**config.mk**
```make
export PLATFORM = sky130hd
export DESIGN_NAME = sram_fifo_ctrl
export DESIGN_NICKNAME = d
export VERILOG_FILES = /design/src/rtl/sram_fifo_pkg.sv /design/src/rtl/fifo_ob2.sv /design/src/rtl/sram_fifo_ctrl.sv
export SDC_FILE = /design/constraint.sdc
export NUM_CORES = 1
export LEC_CHECK = 0
export CAP_MARGIN = 20
export CORE_MARGIN = 2
export CORE_UTILIZATION = 44
export CTS_CLUSTER_SIZE = 10
export DETAILED_ROUTE_END_ITERATION = 8
export MAX_ROUTING_LAYER = met4
export PLACE_DENSITY = 0.77
export SLEW_MARGIN = 20
export SYNTH_ARGS = -nofsm -noshare
export SYNTH_HDL_FRONTEND = slang
export SYNTH_SLANG_ARGS = --single-unit
```
**constraint.sdc**
```tcl
create_clock -name CK -period 5.1 [get_ports CK]
set_input_delay 1.275 -clock CK [delete_from_list [all_inputs] [get_ports CK]]
set_output_delay 1.275 -clock CK [all_outputs]
set_load 0.005 [all_outputs]
```
**src/rtl/sram_fifo_pkg.sv**
```systemverilog
// Shared constants and types for the SRAM-backed FIFO controller.
// SRAM geometry, data width, counter widths and the output-buffer depth
// live here so the controller and its output buffer agree on them.
package sram_fifo_pkg;

  localparam int unsigned SRAM_DEPTH = 32;   // SRAM words
  localparam int unsigned DATA_WIDTH = 12;   // data bits per word
  localparam int unsigned ADDR_W     = 5;    // SRAM address width
  localparam int unsigned CNT_W      = 6;    // total occupancy width (0..34)
  localparam int unsigned OB_DEPTH   = 2;    // output-buffer entries
  localparam int unsigned OB_CNT_W   = 2;    // output-buffer level width

  typedef logic [ADDR_W-1:0]   addr_t;
  typedef logic [CNT_W-1:0]    cnt_t;
  typedef logic [OB_CNT_W-1:0] ob_cnt_t;

  // Drive bundle for one SRAM port.
  typedef struct packed {
    logic  cs;
    logic  we_n;
    addr_t addr;
  } port_ctl_t;

  // Circular pointer advance for a memory of 'depth' words.
  function automatic addr_t ptr_inc(input addr_t p, input int unsigned depth);
    if (p == addr_t'(depth - 1)) return '0;
    return p + addr_t'(1);
  endfunction

endpackage

```
**src/rtl/fifo_ob2.sv**
```systemverilog
// Two-entry output buffer sitting between the SRAM read port and the
// consumer. The head entry is always held in 'head' so the output is
// registered and stable while not popped.
// Ports:
//   clk    - clock
//   rst    - synchronous active-high reset (clears data and level)
//   clear  - synchronous flush (clears level only), overrides push/pop
//   push   - store din this cycle
//   pop    - drop the head entry this cycle (only when count > 0)
//   din    - captured word
//   dout   - head entry
//   count  - number of held entries (0..2)
module fifo_ob2
  import sram_fifo_pkg::*;
#(
  parameter int unsigned WIDTH = DATA_WIDTH
) (
  input  logic             clk,
  input  logic             rst,
  input  logic             clear,
  input  logic             push,
  input  logic             pop,
  input  logic [WIDTH-1:0] din,
  output logic [WIDTH-1:0] dout,
  output ob_cnt_t          count
);

  logic [WIDTH-1:0] head;
  logic [WIDTH-1:0] tail;
  ob_cnt_t          level;
  logic             to_head;

  // After an optional pop the incoming word lands in the first free slot;
  // that slot is the head exactly when level equals pop.
  assign to_head = (level == ob_cnt_t'(pop));

  always_ff @(posedge clk) begin
    if (rst) begin
      head  <= '0;
      tail  <= '0;
      level <= '0;
    end else if (clear) begin
      level <= '0;
    end else begin
      level <= level + ob_cnt_t'(push) - ob_cnt_t'(pop);
      if (pop) head <= tail;
      // A push into the head slot must win over the shift above.
      if (push) begin
        if (to_head) head <= din;
        else         tail <= din;
      end
    end
  end

  assign dout  = head;
  assign count = level;

endmodule

```
**src/rtl/sram_fifo_ctrl.sv**
```systemverilog
// FIFO controller storing words in an external dual-port SRAM (one read
// port, one write port, 1-cycle read latency) with a two-entry registered
// output buffer. Total capacity is the SRAM depth plus the read in flight
// and the output buffer.
// Ports:
//   CK, RST, FLUSH          - clock, sync active-high reset, sync flush
//   IN_VALID/IN_READY/IN_DATA    - producer handshake
//   OUT_VALID/OUT_READY/OUT_DATA - consumer handshake (OUT_DATA registered)
//   MEM_A, MEM_CSA, MEM_OE, MEM_DO - SRAM read port
//   MEM_B, MEM_CSB, MEM_WEB, MEM_DI - SRAM write port
//   COUNT                   - registered total words held
module sram_fifo_ctrl
  import sram_fifo_pkg::*;
#(
  parameter int unsigned DEPTH = SRAM_DEPTH,
  parameter int unsigned WIDTH = DATA_WIDTH
) (
  input  logic              CK,
  input  logic              RST,
  input  logic              FLUSH,
  input  logic              IN_VALID,
  output logic              IN_READY,
  input  logic [WIDTH-1:0]  IN_DATA,
  output logic              OUT_VALID,
  input  logic              OUT_READY,
  output logic [WIDTH-1:0]  OUT_DATA,
  output logic [ADDR_W-1:0] MEM_A,
  output logic              MEM_CSA,
  output logic              MEM_OE,
  input  logic [WIDTH-1:0]  MEM_DO,
  output logic [ADDR_W-1:0] MEM_B,
  output logic              MEM_CSB,
  output logic              MEM_WEB,
  output logic [WIDTH-1:0]  MEM_DI,
  output logic [CNT_W-1:0]  COUNT
);

  addr_t     wr_ptr;
  addr_t     rd_ptr;
  cnt_t      mem_count;
  cnt_t      mem_count_nxt;
  cnt_t      count_q;
  logic      rd_pending;
  ob_cnt_t   ob_count;
  ob_cnt_t   ob_count_nxt;
  logic      hold;
  logic      push;
  logic      pop;
  logic      rd_issue;
  logic [2:0] ob_inflight;
  port_ctl_t wport;
  port_ctl_t rport;

  assign hold     = RST | FLUSH;
  assign IN_READY = (mem_count < cnt_t'(DEPTH)) && !hold;
  assign push     = IN_VALID && IN_READY;
  assign pop      = OUT_VALID && OUT_READY;

  // Buffer slots committed once this cycle's pop leaves; a new read may only
  // be issued if its data is guaranteed a slot when it returns next cycle.
  assign ob_inflight = {1'b0, ob_count} + {2'b00, rd_pending} - {2'b00, pop};
  assign rd_issue    = (mem_count != '0) && (ob_inflight < 3'(OB_DEPTH)) && !hold;

  always_comb begin
    wport.cs   = push;
    wport.we_n = !push;
    wport.addr = wr_ptr;
    rport.cs   = rd_issue;
    rport.we_n = 1'b1;
    rport.addr = rd_ptr;
  end

  assign MEM_CSB = wport.cs;
  assign MEM_WEB = wport.we_n;
  assign MEM_B   = wport.addr;
  assign MEM_DI  = IN_DATA;
  assign MEM_CSA = rport.cs;
  assign MEM_A   = rport.addr;
  assign MEM_OE  = 1'b1;

  always_comb begin
    mem_count_nxt = mem_count;
    case ({push, rd_issue})
      2'b10:   mem_count_nxt = mem_count + cnt_t'(1);
      2'b01:   mem_count_nxt = mem_count - cnt_t'(1);
      default: mem_count_nxt = mem_count;
    endcase
    ob_count_nxt = ob_count + ob_cnt_t'(rd_pending) - ob_cnt_t'(pop);
  end

  always_ff @(posedge CK) begin
    if (hold) begin
      wr_ptr     <= '0;
      rd_ptr     <= '0;
      mem_count  <= '0;
      rd_pending <= 1'b0;
      count_q    <= '0;
    end else begin
      if (push)     wr_ptr <= ptr_inc(wr_ptr, DEPTH);
      if (rd_issue) rd_ptr <= ptr_inc(rd_ptr, DEPTH);
      mem_count  <= mem_count_nxt;
      rd_pending <= rd_issue;
      count_q    <= mem_count_nxt + cnt_t'(rd_issue) + cnt_t'(ob_count_nxt);
    end
  end

  // Returning read data is captured unconditionally when pending; a flush
  // clears the buffer and rd_pending together, discarding it.
  fifo_ob2 #(.WIDTH(WIDTH)) u_ob (
    .clk   (CK),
    .rst   (RST),
    .clear (FLUSH),
    .push  (rd_pending),
    .pop   (pop),
    .din   (MEM_DO),
    .dout  (OUT_DATA),
    .count (ob_count)
  );

  assign OUT_VALID = (ob_count != '0);
  assign COUNT     = count_q;

endmodule

```
Word-level counts from Yosys, hierarchy flattened

Cells that the tools add are included.

Input port bits: 29
Word-level logic and storage cells: 53
Bits in registers: 49
Output and inout port bits: 46

Bitwise gates (word level): 3
Mux-type cells: 14
Reductions and logical operators: 11
Order comparisons: 2
Add/subtract/negate cells: 10
Equal/unequal tests: 5

Operators with widths:

| operator            | number |
|---|---|
| $mux 12             | 3 |
| $mux 5              | 4 |
| $pmux 6 s2          | 1 |
| $add 5x1->5 const B | 2 |
| $eq 5x5->1 const B  | 2 |
| $add 6x1->6         | 1 |
| $add 6x1->6 const B | 1 |
| $add 6x2->6         | 1 |
| $lt 6x6->1 const B  | 1 |
| $mux 1              | 6 |
| $reduce_bool 6->1   | 1 |
| $sub 6x1->6 const B | 1 |
| $logic_and 1x1->1   | 5 |
| $add 2x1->3         | 1 |
| $lt 3x2->1 const B  | 1 |
| $reduce_and 3->1    | 1 |
| $sub 3x1->3         | 1 |
| $add 2x1->2         | 1 |
| $eq 2x1->1          | 1 |
| $eq 2x1->1 const B  | 1 |
| $eq 2x2->1 const B  | 1 |
| $logic_not 1->1     | 2 |
| $not 1->1           | 2 |
| $reduce_bool 2->1   | 1 |
| other kinds (3)     | 3 |

Longest topological paths before layout

Gate-level depths: netlist (run 1).

Word-level depth: 10
Depth in mapped cells: 22
Depth with buffers taken out: 21

Modules after synthesis

Synthesis (run 1) repeated with hierarchy kept, for this count alone.

Cells, all modules: 353
Area total of the unflattened synthesis: 2981.6 um2

Modules (own cells, without submodules):

| module         | area each (um2) | times used | sequential area each (um2) | cells an instance |
|---|---|---|---|---|
| sram_fifo_ctrl | 1627.8          | 1          | 460.4                      | 201 |
| fifo_ob2       | 1353.8          | 1          | 520.5                      | 152 |

Worst setup path after synthesis (run 1)

Ideal clock, no wire load.

Path type: input-to-reg
Start: input port OUT_READY
End: register count_q[4], in the netlist COUNT[4]
Path buffers: 2
Setup time: 0.128 ns
Path slack: -0.205 ns
Required time: 4.972 ns
Stages: 21
Arrival time: 5.178 ns
Cells stage by stage: nand2_1 -> inv_1 -> ha_1 -> inv_1 -> ha_1 -> inv_1 -> fa_1 -> nor3b_2 -> o311ai_4 -> clkbuf_1 -> inv_1 -> ha_1 -> clkbuf_1 -> xnor2_1 -> ha_1 -> a21o_1 -> inv_1 -> fa_1 -> nor3_1 -> xor2_1 -> nor2_1

Word-level cells in the longest chain between the ends: 9
Elaborated cells on any way between the ends: 11
Classes of those cells: add/sub: 4; order compare: 1; eq/ne: 2; mux: 1; reduce/logical: 3

Ends and longest elaborated chain:

| item                                     | line                  | RTL |
|---|---|---|
| start: declaration                       | sram_fifo_ctrl.sv:25  | `input logic OUT_READY,` |
| $logic_and 1x1->1 (*)                    | sram_fifo_ctrl.sv:57  | `assign pop = OUT_VALID && OUT_READY;` |
| $sub 3x1->3 (*)                          | sram_fifo_ctrl.sv:61  | `assign ob_inflight = {1'b0, ob_count} + {2'b00, rd_pending} - {2'b00, pop};` |
| $lt 3x2->1 (*)                           | sram_fifo_ctrl.sv:62  | `assign rd_issue = (mem_count != '0) && (ob_inflight < 3'(OB_DEPTH)) && !hold;` |
| $logic_and 1x1->1 (*) (2 in a row)       | sram_fifo_ctrl.sv:62  |  |
| $eq 2x1->1 or $eq 2x2->1 (tied branches) | sram_fifo_ctrl.sv:83  | `case ({push, rd_issue})` |
| $pmux 6 s2 (*)                           | sram_fifo_ctrl.sv:83  |  |
| via mem_count_nxt[0]                     | sram_fifo_ctrl.sv:41  | `cnt_t mem_count_nxt;` |
| $add 6x1->6 (*)                          | sram_fifo_ctrl.sv:103 | `count_q <= mem_count_nxt + cnt_t'(rd_issue) + cnt_t'(ob_count_nxt);` |
| $add 6x2->6 (*)                          | sram_fifo_ctrl.sv:103 |  |
| end signal: assignment                   | sram_fifo_ctrl.sv:103 |  |
| end: declaration                         | sram_fifo_ctrl.sv:42  | `cnt_t count_q;` |

Mark *: on every way through the listed nets, which the timed path passes. The rest lies on a longest branch.
A chain may end at the register's enable or synchronous reset.

Worst setup path after layout (run 1)

Start: input port OUT_READY
End: register count_q[5], in the netlist COUNT[5]

Word-level cells in the longest chain between the ends: 9
Elaborated cells on any way between the ends: 11
Classes of those cells: add/sub: 4; order compare: 1; eq/ne: 2; mux: 1; reduce/logical: 3

Ends and longest elaborated chain:

| item                                     | line |
|---|---|
| $logic_and 1x1->1 (*)                    | sram_fifo_ctrl.sv:57 |
| $sub 3x1->3                              | sram_fifo_ctrl.sv:61 |
| $lt 3x2->1                               | sram_fifo_ctrl.sv:62 |
| $logic_and 1x1->1 (2 in a row)           | sram_fifo_ctrl.sv:62 |
| $eq 2x1->1 or $eq 2x2->1 (tied branches) | sram_fifo_ctrl.sv:83 |
| $pmux 6 s2                               | sram_fifo_ctrl.sv:83 |
| $add 6x1->6                              | sram_fifo_ctrl.sv:103 |
| $add 6x2->6 (*)                          | sram_fifo_ctrl.sv:103 |

Mark *: on every way between the ends. The rest lies on a longest branch, timed or not.

==> impl_metrics.py, run 1 <==
metrics = {
    "global_route": {
        "grt_pass1_vias": 2331,
        "grt_pass1_wl_um": 10400,
        "globalRouteOverflowTotal": 0,
        "antenna_found_initial": 0,
        "track_usage": 0.201,
        "grt_max_degree": 33,
    },
    "synth": {
        "synth_edf_count": 0,
        "synth_nets": 362,
        "syn_inst": 321,
        "avgSynthCellArea_um2": 8.46,
        "syn_area_um2": 2720,
        "synth-seq-cells": 49,
        "synth_flop_cell": "dfxtp_1",
        "seq_area_frac_synth": 0.361,
        "synth-async-reset-ratio": 0,
        "yosysWarningCount": 0,
        "synth_area_leaders": "dfxtp_1 (36%), mux2i_1 (5.5%), nor2_1 (5.4%), ha_1 (4.6%), a21oi_1 (3.7%)",
        "synth_largest_area_cell": "dfxtp_1",
        "synth_cell_types": 55,
        "synth_top_area_share": 0.361,
    },
    "cts": {
        "cts_num_sinks": 49,
        "clock_path_buffers": 2,
        "clk-insertion-delay-late_ns": 0.30,
        "cts_made_buffers": 5,
        "root_buffer": "clkbuf_8",
        "cts_hold_buf": 0,
        "cts.clk_slew.worst_paths_ns": 0.09,
        "cts_tree": "done",
        "ctsHtreeMaxLevel": 2,
    },
    "pwr": {
        "leakage_nw": 1.36,
        "cellPowerDensity_nw_per_um2": 195,
        "totalPowerFinal_mw": 0.685,
        "peakVddDrop_v": 0.000158,
    },
    "final_layout": {
        "final_cell_mix": "dfxtp_1 (49), clkdlybuf4s50_1 (47), nor2_1 (39)",
        "regArea_um2": 981,
        "fillers": 551,
        "mostFrequentLayoutCell": "dfxtp_1",
        "multi_input_area_um2": 1540,
        "area.growth.synth_to_final_pct": 29.0,
        "nets": 416,
        "drive_gt1_frac": 0.160,
        "final_cells": 451,
        "diodes": 0,
        "layout.core_utilization": 0.588,
    },
    "detailed_routing": {
        "drt_iter0_drc": 123,
        "wl_um": 6370,
        "vias": 2452,
        "dr.pass1.iters": 5,
        "drc_errors": 0,
        "wire_per_inst_um": 14.1,
        "postRouteAntennaNets": 0,
        "via_per_inst": 5.44,
    },
    "outcome": {
        "status": "finished clean",
    },
    "sta": {
        "finalSetupViolCount": 0,
        "period_minus_slack_ns": 4.71,
        "maxSlewHeadroom": 0.509,
        "rsz0062_at_grt": "false",
        "fin_worst_skew_ns": 0.00296,
        "period_share": 0.923,
        "tightest_slew_ns": 0.734,
        "hold_viol_final": 0,
        "fmax_ghz": 0.213,
        "fin_hold_ws_ns": 0.468,
        "finalMaxSlewViolations": 0,
    },
    "min_path": {
        "hold_depth": 2,
        "min_path_type": "register to register",
    },
    "critical_path": {
        "path_cells": "dlymetal6s2s_1 > nand2_2 > inv_2 > ha_1 > inv_1 > ha_2 > inv_1 > fa_2 > nor3b_4 > o311ai_4 > inv_2 > nand2_1 > xnor2_1 > ha_2 > and3b_1 > a221oi_2 > o21ai_1 > or3_4 > a2111oi_4 > xnor2_1 > nor2_1",
        "max_stage_delay_ns": 0.53,
        "setup.worst_path.class": "input port to register",
        "slowest_stage": "fa_2",
        "crit_path_start_kind": "input port",
        "crit_path_end_kind": "register",
        "arrival_ns": 4.89,
        "critPathMaxFanout": 3,
        "r2r_cells": 21,
        "reg2reg_setup_slack_ns": 0.76,
        "critPathRequiredTime_ns": 5.28,
    },
    "floorplanning": {
        "fp.dieH_um": 82.6,
        "fp.dieW_um": 82.6,
        "start_util": 0.456,
        "die-area_um2": 6820,
        "rows": 28,
        "core_um2": 5960,
        "io_pins": 75,
    },
    "place": {
        "gp_congestion": 0.919,
        "port_buffers": 49,
        "dp.cells": 439,
        "place_hpwl_um": 4740,
    },
    "flow_run": {
        "maxCapViolCount": 0,
    },
}
-- path summary, 6_finish.rpt --
check	from	endpoint
hold reg to reg	u_ob.dout[8]	u_ob.dout[8]
hold / removal	u_ob.dout[8]	u_ob.dout[8]
setup / recovery	OUT_READY	COUNT[5]
setup reg to reg	u_ob.count[1]	COUNT[5]
-- cells in the mapped netlist (4+ instances only) --
cell type  number
a21oi_1        20
a22oi_1        12
and2_1          6
and3_1          4
buf_4          13
clkbuf_1       18
dfxtp_1        49
ha_1           10
inv_1          16
mux2i_1        15
nand2_1        21
nand2b_1        4
nand3_1         5
nor2_1         39
nor3_1          9
o21ai_0        17
xnor2_1         6
-- stage by stage --
step	setup WS (ns)	TNS, ns	cell area [µm²]
final	0.395	0	3500
after global routing	0.245	0	3500
after CTS	0.0308	0	3450
after detailed placement	-0.348	-0.865	3350
after global placement	-0.150	-0.327	3350
after floorplan	0.0232	0	2750
-- sequential cells by signal, summed over array words and instances (netlist names) --
register	flops
mem_count	6
u_ob.count	2
COUNT	6
MEM_A	5
rd_pending	1
u_ob.dout	12
MEM_B	5
u_ob.tail	12
-- worst max-delay path: cells and delay by family --
kind | cells | cell delay [ns]
and+or+nand+nor | 6 | 1.00
xor gates and xnor gates | 2 | 0.30
buffers and inverters | 5 | 0.37
AOI/OAI and AO/OA | 4 | 0.81
adders and majority gates | 4 | 1.14
-- layout make-up --
class                      count  share of cell area
sequential                    49               0.280
clock buffer                   6              0.0236
clock inverter                 2             0.00393
multi-input combinational    221               0.439
timing repair buffer          81               0.209
inverter                      17              0.0182
tap                           75              0.0268
-- per-layer routing --
layer  part of all wire  track usage  up-vias
li1                   -            -     1222
met1               0.44        0.247     1144
met2               0.50        0.340       82
met3              0.056       0.0380        4
met4             0.0042       0.0508        0
met5                  0            -        -
-- report_power, final --
| group | total (mW) | internal (mW) | switching, mW | leakage (nW) |
|---|---|---|---|---|
| Sequential | 0.386 | 0.384 | 0.00166 | 0.395 |
| Combinational | 0.0602 | 0.0299 | 0.0303 | 0.910 |
| Clock | 0.239 | 0.110 | 0.129 | 0.0512 |
| Total | 0.685 | 0.524 | 0.161 | 1.36 |
-- cells by family after synthesis --
| group | Yosys count | share of synthesized area |
|---|---|---|
| and+or+nand+nor | 108 | 0.199 |
| AOI/OAI and AO/OA | 76 | 0.199 |
| buffers and inverters | 51 | 0.0945 |
| DFF | 49 | 0.361 |
| muxes | 15 | 0.0553 |
| adders and majority gates | 12 | 0.0608 |
| xor gates and xnor gates | 9 | 0.0290 |
| other | 1 | 0.00138 |
-- repair_timing --
item | in CTS | in global routing
resized for setup | 2 | 7
setup buffers | 1 | 3
endpoints found under the setup margin | 2 | 3
endpoints found under the hold margin | 0 | 0
pin swaps | 0 | 10
Note: power is estimated with default switching activity, not from simulation.
==> run 2: changes to the inputs <==
--- a/config.mk
+++ b/config.mk
@@ -12,6 +12,8 @@
 export DETAILED_ROUTE_END_ITERATION = 8
 export MAX_ROUTING_LAYER = met4
 export PLACE_DENSITY = 0.77
+export REMOVE_ABC_BUFFERS = 1
+export SETUP_SLACK_MARGIN = 0.2
 export SLEW_MARGIN = 20
 export SYNTH_ARGS = -nofsm -noshare
 export SYNTH_HDL_FRONTEND = slang
==> run 2 against run 1 <==
First-iteration DRC count up 76%. Hold slack worse by 0.0033 ns. Maximum frequency down 1.7%. Setup slack worse by 0.079 ns. Critical path depth unchanged. Largest cell class unchanged. Highest routed layer unchanged.
==> impl_metrics.py, run 2 (synthesis gave the netlist of run 1 again) <==
metrics = {
    "outcome": {
        "status": "finished clean",
    },
    "cts": {
        "cts.clk_slew.worst_paths_ns": 0.09,
        "cts_tree": "done",
        "cts_num_sinks": 49,
        "clock_path_buffers": 2,
        "root_buffer": "clkbuf_8",
        "cts_hold_buf": 0,
        "clk-insertion-delay-late_ns": 0.31,
        "cts_made_buffers": 5,
        "ctsHtreeMaxLevel": 2,
    },
    "sta": {
        "fin_worst_skew_ns": 0.00470,
        "setup_ws_ns": 0.316,
        "finalSetupViolCount": 0,
        "tightest_slew_ns": 0.916,
        "maxSlewHeadroom": 0.387,
        "period_share": 0.938,
        "hold_viol_final": 0,
        "rsz0062_at_grt": "false",
        "finalMaxSlewViolations": 0,
        "fmax_ghz": 0.209,
        "period_minus_slack_ns": 4.78,
    },
    "global_route": {
        "antenna_found_initial": 0,
        "grt_max_degree": 33,
        "globalRouteOverflowTotal": 0,
        "grt_pass1_wl_um": 11100,
        "track_usage": 0.219,
        "grt_pass1_vias": 2416,
    },
    "pwr": {
        "combPwrFrac": 0.091,
        "sequentialPowerShare": 0.572,
        "p_switching_mw": 0.164,
        "totalPowerFinal_mw": 0.675,
        "leakage_nw": 1.34,
        "p_sw_frac": 0.244,
        "peakVddDrop_v": 0.000129,
        "cellPowerDensity_nw_per_um2": 190,
        "power.internal_mw": 0.510,
        "p_clk_frac": 0.337,
    },
    "place": {
        "dp.cells": 440,
        "placed_area_um2": 3330,
        "gp_congestion": 0.930,
        "place_hpwl_um": 4740,
        "port_buffers": 49,
        "pre_cts_ws_ns": -0.340,
    },
    "final_layout": {
        "diodes": 0,
        "fillers": 539,
        "final_cells": 454,
        "layout.core_utilization": 0.595,
        "mostFrequentLayoutCell": "dfxtp_1",
        "final_cell_mix": "dfxtp_1 (49), clkdlybuf4s50_1 (47), nor2_1 (39)",
        "area.growth.synth_to_final_pct": 30.5,
        "fin_area_um2": 3540,
        "drive_gt1_frac": 0.182,
        "nets": 419,
    },
    "detailed_routing": {
        "dr.pass1.iters": 4,
        "wire_per_inst_um": 15.3,
        "drt_iter0_drc": 216,
        "wl_um": 6950,
        "postRouteAntennaNets": 0,
        "vias": 2500,
        "drc_errors": 0,
        "via_per_inst": 5.51,
    },
    "critical_path": {
        "max_stage_delay_ns": 0.51,
        "reg2reg_setup_slack_ns": 0.75,
        "crit_path_end_kind": "register",
        "crit_path_start_kind": "input port",
        "arrival_ns": 4.97,
        "critPathMaxFanout": 3,
        "path_cells": "dlygate4sd2_1 > nand2_2 > inv_2 > ha_4 > inv_2 > ha_2 > inv_1 > fa_1 > nor3b_4 > o311ai_4 > inv_2 > nand2_2 > xnor2_2 > ha_2 > and3b_1 > a221oi_2 > o21ai_2 > or3_4 > a2111oi_4 > xnor2_1 > nor2_1",
        "crit_top_cell": "inv_2",
        "slowest_stage": "fa_1",
        "setup.worst_path.class": "input port to register",
        "critPathRequiredTime_ns": 5.29,
    },
    "floorplanning": {
        "io_pins": 75,
        "fp.dieH_um": 82.6,
        "fp.dieW_um": 82.6,
        "start_util": 0.456,
        "rows": 28,
        "die-area_um2": 6820,
        "core_um2": 5960,
    },
    "min_path": {
        "min_path_type": "register to register",
    },
    "flow_run": {
        "maxCapViolCount": 0,
    },
}
## run 2: cell types whose count changed in the layout (fill, tap and decap cells not counted), sizes merged
cell,before,now
clkinvlp,0,2
clkinv,2,0
clkdlybuf4s15,0,1
buf,32,35
dlymetal6s2s,1,0
## run 2: power by group through the flow
| stage | clock [mW] | combinational, mW | sequential (mW) |
|---|---|---|---|
| 6_report | 0.228 | 0.0616 | 0.386 |
| 5_1_grt | 0.249 | 0.0667 | 0.386 |
| 4_1_cts | 0.234 | 0.0600 | 0.386 |
| 3_5_place_dp | 0 | 0.0587 | 0.395 |
| 3_3_place_gp | 0 | 0.0582 | 0.395 |
| 2_1_floorplan | 0 | 0.0222 | 0.394 |
## run 2: worst paths after layout
check,start,endpoint,cells past startpoint
hold reg to reg,u_ob.dout[9],u_ob.dout[9],2
setup / recovery,OUT_READY,COUNT[5],21
setup reg to reg,u_ob.count[1],COUNT[5],21
hold / removal,u_ob.dout[9],u_ob.dout[9],2
## run 2: layout make-up
type	count	area, µm²	area share
tap	75	93.8	0.0265
timing repair buffer	84	753	0.213
clock buffer	6	72.6	0.0205
clock inverter	2	15.0	0.00424
sequential	49	981	0.277
multi-input combinational	221	1560	0.441
inverter	17	63.8	0.0180
## run 2: through the flow
stage / TNS (ns) / hold slack, ns
global route: 0 / 0.488
detailed placement: -0.908 / 0.450
global placement: -0.338 / 0.439
CTS: 0 / 0.471
finish: 0 / 0.465
floorplan: -0.245 / 0.449
## run 2: metal layers
layer  share of wire  global-route usage  wire length [µm]
met1            0.43               0.271              3020
met2            0.49               0.349              3380
met3           0.056              0.0478               387
met4           0.023              0.0852               159
met5               0                   -                 0
## run 2: timing repair
action | 4_1_cts | 5_1_grt
setup buffers | 3 | 3
endpoints found under the setup margin | 3 | 3
resized for setup | 17 | 5
pin swaps | 8 | 12
gates cloned | 0 | 0
## run 2: critical path: cells and delay by family
kind | cells | cell delay (ns)
compound gates | 4 | 0.88
xor+xnor | 2 | 0.30
fa+ha+maj | 4 | 1.06
buf+inv | 5 | 0.47
simple gates | 6 | 0.98
==> run 3: changes to the inputs <==
--- a/config.mk
+++ b/config.mk
@@ -5,6 +5,7 @@
 export SDC_FILE = /design/constraint.sdc
 export NUM_CORES = 1
 export LEC_CHECK = 0
+export ABC_CLOCK_PERIOD_IN_PS = 5100
 export CAP_MARGIN = 20
 export CORE_MARGIN = 2
 export CORE_UTILIZATION = 44
==> results of run 3 <==
The final DEF is identical to that of run 2; final timing and power are the same.
